## config.mk

```make
export PLATFORM = sky130hd
export DESIGN_NAME = wb_unit_flat
export DESIGN_NICKNAME = d
export VERILOG_FILES = /design/src/rtl/wb_if.sv /design/src/rtl/wb_unit.sv /design/src/flat_wrapper.sv
export SDC_FILE = /design/constraint.sdc
export NUM_CORES = 1
export LEC_CHECK = 0
export CORE_MARGIN = 3
export CORE_UTILIZATION = 49
export CTS_CLUSTER_SIZE = 20
export DETAILED_ROUTE_END_ITERATION = 10
export MAX_ROUTING_LAYER = met4
export PLACE_DENSITY_LB_ADDON = 0.05
export SYNTH_ARGS = -nofsm -noshare
export SYNTH_HDL_FRONTEND = slang
export SYNTH_SLANG_ARGS = --single-unit
```

## constraint.sdc

```tcl
create_clock -name clk -period 4.2 [get_ports clk]
set_clock_uncertainty 0.15 [all_clocks]
set_input_delay 0.84 -clock clk [delete_from_list [all_inputs] [get_ports clk]]
set_output_delay 0.84 -clock clk [all_outputs]
set_load 0.05 [all_outputs]
```

## src/rtl/wb_if.sv

```systemverilog
// MEM-to-writeback result handshake bundle.
interface wb_if;
  logic        m_valid;
  logic        m_ready;
  logic [4:0]  m_rd;
  logic        m_is_load;
  logic [1:0]  m_ld_size;
  logic        m_ld_signed;
  logic [1:0]  m_addr_lo;
  logic [31:0] m_alu;
  logic [31:0] m_mem;

  modport master (
    output m_valid, m_rd, m_is_load, m_ld_size,
    output m_ld_signed, m_addr_lo, m_alu, m_mem,
    input  m_ready
  );

  modport slave (
    input  m_valid, m_rd, m_is_load, m_ld_size,
    input  m_ld_signed, m_addr_lo, m_alu, m_mem,
    output m_ready
  );
endinterface

```

## src/rtl/wb_unit.sv

```systemverilog
// Writeback buffer: in-order result queue driving the register-file write port.
// Bypass lookup is built only when WB_UNIT_FWD_EN is defined.
module wb_unit #(
  parameter int DEPTH = 2
) (
  input  logic        clk,
  input  logic        reset,
  wb_if.slave         m,
  input  logic        wr_hold,
  output logic        WB,
  output logic [4:0]  Rd,
  output logic [31:0] reg_s,
  input  logic [4:0]  fwd_rs1,
  input  logic [4:0]  fwd_rs2,
  output logic        fwd1_hit,
  output logic [31:0] fwd1_data,
  output logic        fwd2_hit,
  output logic [31:0] fwd2_data
);
  localparam int PW = $clog2(DEPTH);
  localparam int CW = PW + 1;

  logic [4:0]    rd_q  [DEPTH];
  logic [31:0]   val_q [DEPTH];
  logic [PW-1:0] wptr;
  logic [PW-1:0] rptr;
  logic [CW-1:0] cnt;
  logic          full;
  logic          accept;
  logic          push;
  logic          pop;
  logic [31:0]   value;

  function automatic logic [31:0] load_fmt(
    input logic [1:0]  size,
    input logic        sgn,
    input logic [1:0]  lo,
    input logic [31:0] mem
  );
    logic [7:0]  b;
    logic [15:0] h;
    case (lo)
      2'd0:    b = mem[31:24];
      2'd1:    b = mem[23:16];
      2'd2:    b = mem[15:8];
      default: b = mem[7:0];
    endcase
    h = lo[1] ? mem[15:0] : mem[31:16];
    if (size == 2'b00)
      return {{24{sgn & b[7]}}, b};
    else if (size == 2'b01)
      return {{16{sgn & h[15]}}, h};
    else
      return mem;
  endfunction

  assign full      = (cnt == CW'(DEPTH));
  assign m.m_ready = ~reset & ~full;
  assign accept    = m.m_valid & m.m_ready;
  assign push      = accept & (m.m_rd != 5'd0);
  assign pop       = (cnt != '0) & ~wr_hold;
  assign value     = m.m_is_load
                   ? load_fmt(m.m_ld_size, m.m_ld_signed,
                              m.m_addr_lo, m.m_mem)
                   : m.m_alu;

  always_ff @(posedge clk) begin
    if (reset) begin
      wptr  <= '0;
      rptr  <= '0;
      cnt   <= '0;
      WB    <= 1'b0;
      Rd    <= 5'd0;
      reg_s <= 32'd0;
    end else begin
      WB <= pop;
      if (pop) begin
        Rd    <= rd_q[rptr];
        reg_s <= val_q[rptr];
        rptr  <= rptr + 1'b1;
      end
      if (push) begin
        rd_q[wptr]  <= m.m_rd;
        val_q[wptr] <= value;
        wptr        <= wptr + 1'b1;
      end
      if (push && !pop)
        cnt <= cnt + 1'b1;
      else if (pop && !push)
        cnt <= cnt - 1'b1;
    end
  end

`ifdef WB_UNIT_FWD_EN
  logic [PW-1:0] idx;

  // Scan oldest to youngest so the last match left standing is the youngest.
  always_comb begin
    fwd1_hit  = WB && (Rd == fwd_rs1);
    fwd1_data = fwd1_hit ? reg_s : 32'd0;
    fwd2_hit  = WB && (Rd == fwd_rs2);
    fwd2_data = fwd2_hit ? reg_s : 32'd0;
    idx       = rptr;
    for (int i = 0; i < DEPTH; i++) begin
      idx = rptr + PW'(i);
      if (CW'(i) < cnt) begin
        if (rd_q[idx] == fwd_rs1) begin
          fwd1_hit  = 1'b1;
          fwd1_data = val_q[idx];
        end
        if (rd_q[idx] == fwd_rs2) begin
          fwd2_hit  = 1'b1;
          fwd2_data = val_q[idx];
        end
      end
    end
    if (fwd_rs1 == 5'd0) begin
      fwd1_hit  = 1'b0;
      fwd1_data = 32'd0;
    end
    if (fwd_rs2 == 5'd0) begin
      fwd2_hit  = 1'b0;
      fwd2_data = 32'd0;
    end
  end
`else
  logic unused_fwd;
  assign unused_fwd = ^{fwd_rs1, fwd_rs2};
  assign fwd1_hit   = 1'b0;
  assign fwd1_data  = 32'd0;
  assign fwd2_hit   = 1'b0;
  assign fwd2_data  = 32'd0;
`endif
endmodule

```

## src/flat_wrapper.sv

```systemverilog
// flat-port wrapper written by rule: the top's interface ports become plain ports
module wb_unit_flat 
#(
  parameter int DEPTH = 2
)
  (clk, reset, wr_hold, WB, Rd, reg_s, fwd_rs1, fwd_rs2, fwd1_hit, fwd1_data, fwd2_hit, fwd2_data, m_m_valid, m_m_rd, m_m_is_load, m_m_ld_size, m_m_ld_signed, m_m_addr_lo, m_m_alu, m_m_mem, m_m_ready);
  wb_if m_i ();
  input  logic clk;
  input  logic reset;
  input  logic wr_hold;
  output logic WB;
  output logic [4:0] Rd;
  output logic [31:0] reg_s;
  input  logic [4:0] fwd_rs1;
  input  logic [4:0] fwd_rs2;
  output logic fwd1_hit;
  output logic [31:0] fwd1_data;
  output logic fwd2_hit;
  output logic [31:0] fwd2_data;
  input wire logic [$bits(m_i.m_valid)-1:0] m_m_valid;
  input wire logic [$bits(m_i.m_rd)-1:0] m_m_rd;
  input wire logic [$bits(m_i.m_is_load)-1:0] m_m_is_load;
  input wire logic [$bits(m_i.m_ld_size)-1:0] m_m_ld_size;
  input wire logic [$bits(m_i.m_ld_signed)-1:0] m_m_ld_signed;
  input wire logic [$bits(m_i.m_addr_lo)-1:0] m_m_addr_lo;
  input wire logic [$bits(m_i.m_alu)-1:0] m_m_alu;
  input wire logic [$bits(m_i.m_mem)-1:0] m_m_mem;
  output wire logic [$bits(m_i.m_ready)-1:0] m_m_ready;
  assign m_i.m_valid = m_m_valid;
  assign m_i.m_rd = m_m_rd;
  assign m_i.m_is_load = m_m_is_load;
  assign m_i.m_ld_size = m_m_ld_size;
  assign m_i.m_ld_signed = m_m_ld_signed;
  assign m_i.m_addr_lo = m_m_addr_lo;
  assign m_i.m_alu = m_m_alu;
  assign m_i.m_mem = m_m_mem;
  assign m_m_ready = m_i.m_ready;
  wb_unit #(.DEPTH(DEPTH)) u_core (.clk(clk), .reset(reset), .m(m_i), .wr_hold(wr_hold), .WB(WB), .Rd(Rd), .reg_s(reg_s), .fwd_rs1(fwd_rs1), .fwd_rs2(fwd_rs2), .fwd1_hit(fwd1_hit), .fwd1_data(fwd1_data), .fwd2_hit(fwd2_hit), .fwd2_data(fwd2_data));
endmodule
```

==> results.toml <==
[yosys]
synth-warning-count = 0
synthArstFlopShare_pct = 0
ys.flop_type = "edfxtp_1"
ys_ff_latch = 116
synth_top_area_cell = "edfxtp_1"
syn_area_mm2 = 0.00544
synth_top_cell_area_share_pct = 40.8
synth-edff-count = 74
synth_area_leaders = "edfxtp_1 (41%), dfxtp_1 (15%), buf_4 (9.1%)"
synth.distinct_cells = 40
ys_seq_area_share_pct = 56.3
synth_area_per_cell_um2 = 11.6
synthCells = 471
synth.most_common_cell = "edfxtp_1"
synthTopCellsByCount = "edfxtp_1 (74), buf_4 (66), nor2_1 (60), dfxtp_1 (42), mux2i_1 (39)"

[die]
initial_utilization_pct = 51.6
std_cell_rows = 37
dieArea_mm2 = 0.0124
die_h_um = 111
core-area_mm2 = 0.0106
io_pins = 194
die_x_um = 111

[detailed_routing]
ant_nets = 0
drtIter0Drc = 285
drc_errors = 0
via_per_inst = 5.26
avgRoutedWirePerCell_um = 17.4
first_pass_iters = 4
drt_wl_total_um = 12800
via_count = 3859

[finish]
final_cells = 734
nNetsFinal = 675
drive_gt1_share_pct = 9.20
areaGrowthSynthToFinish_pct = 30.7
antenna_cells = 0

[critical_path]
critical_path_class = "primary input to register"
timing.rr.start = "u_core.cnt[0]"
end_kind = "register"
critical_path.cell_chain = "clkdlybuf4s50_1, inv_1, a21boi_0, a311oi_2, a221o_1"
arrival_ns = 3.10
path_max_fanout = 16
slowest_stage = "a311oi_2"
start_kind = "primary input"
startpoint = "m_m_ld_size[0]"
critPathMaxStageDelay_ns = 0.91
worstPathRequired_ns = 4.39

[placement]
gp_congestion = 0.840
io_buffers = 117
numPlacedInstances = 702
dp_hpwl_um = 9240

[sta]
relSlewSlack_pct = 29.9
rsz0062_at_grt = "no"
period_share_pct = 69.3
whs_ns = 0.347
fmaxAchievable_mhz = 344
setup_tns_ns = 0
finalHoldViolCount = 0
slew_violations = 0
worst_pin_slew_ns = 1.05
setup_viol = 0
period_needed_ns = 2.91

[status]
outcome = "completed"

[clock_network]
clk_latency_ns = 0.50
clock-sinks = 116
clk_pin_slew_ns = 0.06
cts_resized = 0
htree_num_levels = 4
clockBufferDepth = 2
cts.hold.buffers_added = 0
cts_buffers = 17
cts_root_buf = "clkbuf_8"
cts_tree = "built"
post_cts_buffers = 0

[grt]
top_usage_layer = "met2"
gr-total-overflow = 0
grt_pass1_wl_um = 19300
track_usage_pct = 20.6
grt_pass1_vias = 3655
antenna_found_initial = 0
grt_use_met1_pct = 24.9
met2_usage_pct = 34.9
met3_usage_pct = 4.02
grt_start_max_net_pins = 76

[pwr]
ir_drop_mv = 0.380
powerDensity_mw_per_mm2 = 637
leakagePower_nw = 2.59

[run]
drv_cap = 0

[worst_hold_path]
hp-start = "u_core.Rd[4]"
hp-class = "register to register"
## cell families (layout without fill, tap and decap cells)
logic type,after synthesis,count (layout),synth area share [%]
adders and majority gates,1,1,0.230
muxes,47,47,8.83
DFF,116,116,56.3
and+or+nand+nor,96,96,7.38
xor gates and xnor gates,3,3,0.483
other,1,66,0.0689
buffers and inverters,103,165,12.0
AOI/OAI and AO/OA,104,104,14.7
## worst paths after layout
check	to	slack [ns]	cells after the start
worst max register to register	u_core.val_q[1][1]	1.88	5
worst min register to register	u_core.Rd[4]	0.35	2
worst max-delay path	u_core.val_q[1][25]	1.29	5
worst min-delay path	u_core.Rd[4]	0.35	2
## sequential cells by signal, indices dropped and copies added, names as in the netlist
register      flops
u_core.cnt        2
u_core.reg_s     32
u_core.rptr       1
u_core.WB         1
u_core.Rd         5
u_core.rd_q      10
u_core.wptr       1
u_core.val_q     64
## worst max-delay path, delay by kind of cell
family	cells	cell delay, ns
AO/OA/AOI/OAI	3	1.32
buffers and inverters	2	0.93
## power breakdown
| group | internal, mW | switching (mW) | total (mW) |
|---|---|---|---|
| Sequential | 1.42 | 0.137 | 1.56 |
| Clock | 0.966 | 0.512 | 1.48 |
| Combinational | 0.524 | 0.971 | 1.49 |
## stage by stage
| step | utilization (%) | cell area [µm²] | setup slack, ns | total power [mW] |
|---|---|---|---|---|
| floorplan | - | 5690 | 0.590 | 2.65 |
| global placement | 61.6 | 6500 | 0.885 | 3.06 |
| detailed placement | 61.6 | 6500 | 0.817 | 3.08 |
| CTS | 67.4 | 7110 | 1.31 | 4.57 |
| global route | 67.4 | 7110 | 1.17 | 4.72 |
| finish | 67.4 | 7110 | 1.29 | 4.53 |
## cells in the final DEF, fill, tap and decap left out, types with 2 or more instances in the layout
cell               n
a211oi_1          37
clkbuf_16         16
dfxtp_1           41
nor2_1            59
inv_6              3
and2_1             2
nor3_1             2
a31oi_1            9
conb_1            66
clkinvlp_4         4
inv_1              6
bufinv_16          4
and3_1             4
mux2i_1           39
a22o_1             7
clkdlybuf4s50_1  116
mux2_2             8
nand2b_1           2
a221oi_1           7
edfxtp_1          74
buf_4             10
xor2_1             2
a32o_1             2
clkinv_4           2
a211o_1            3
a22oi_1            7
nand2_1           22
a221o_1           13
a21oi_1           11
## final cells by class
class	instances	area [µm²]
inverters	6	22.5
repair buffers	127	1260
fillers	825	3440
clock inverters	15	203
multi-input cells	317	1980
flip-flops and latches	116	3060
well taps	136	170
clock buffers	17	414
## metal layers
layer | share of wire, % | vias to the layer above
met3 | 6.9 | 10
met2 | 52 | 186
met4 | 1.3 | 0
met1 | 40 | 1813
met5 | 0 | -
li1 | - | 1850
Note: power is estimated with default switching activity, not from simulation.
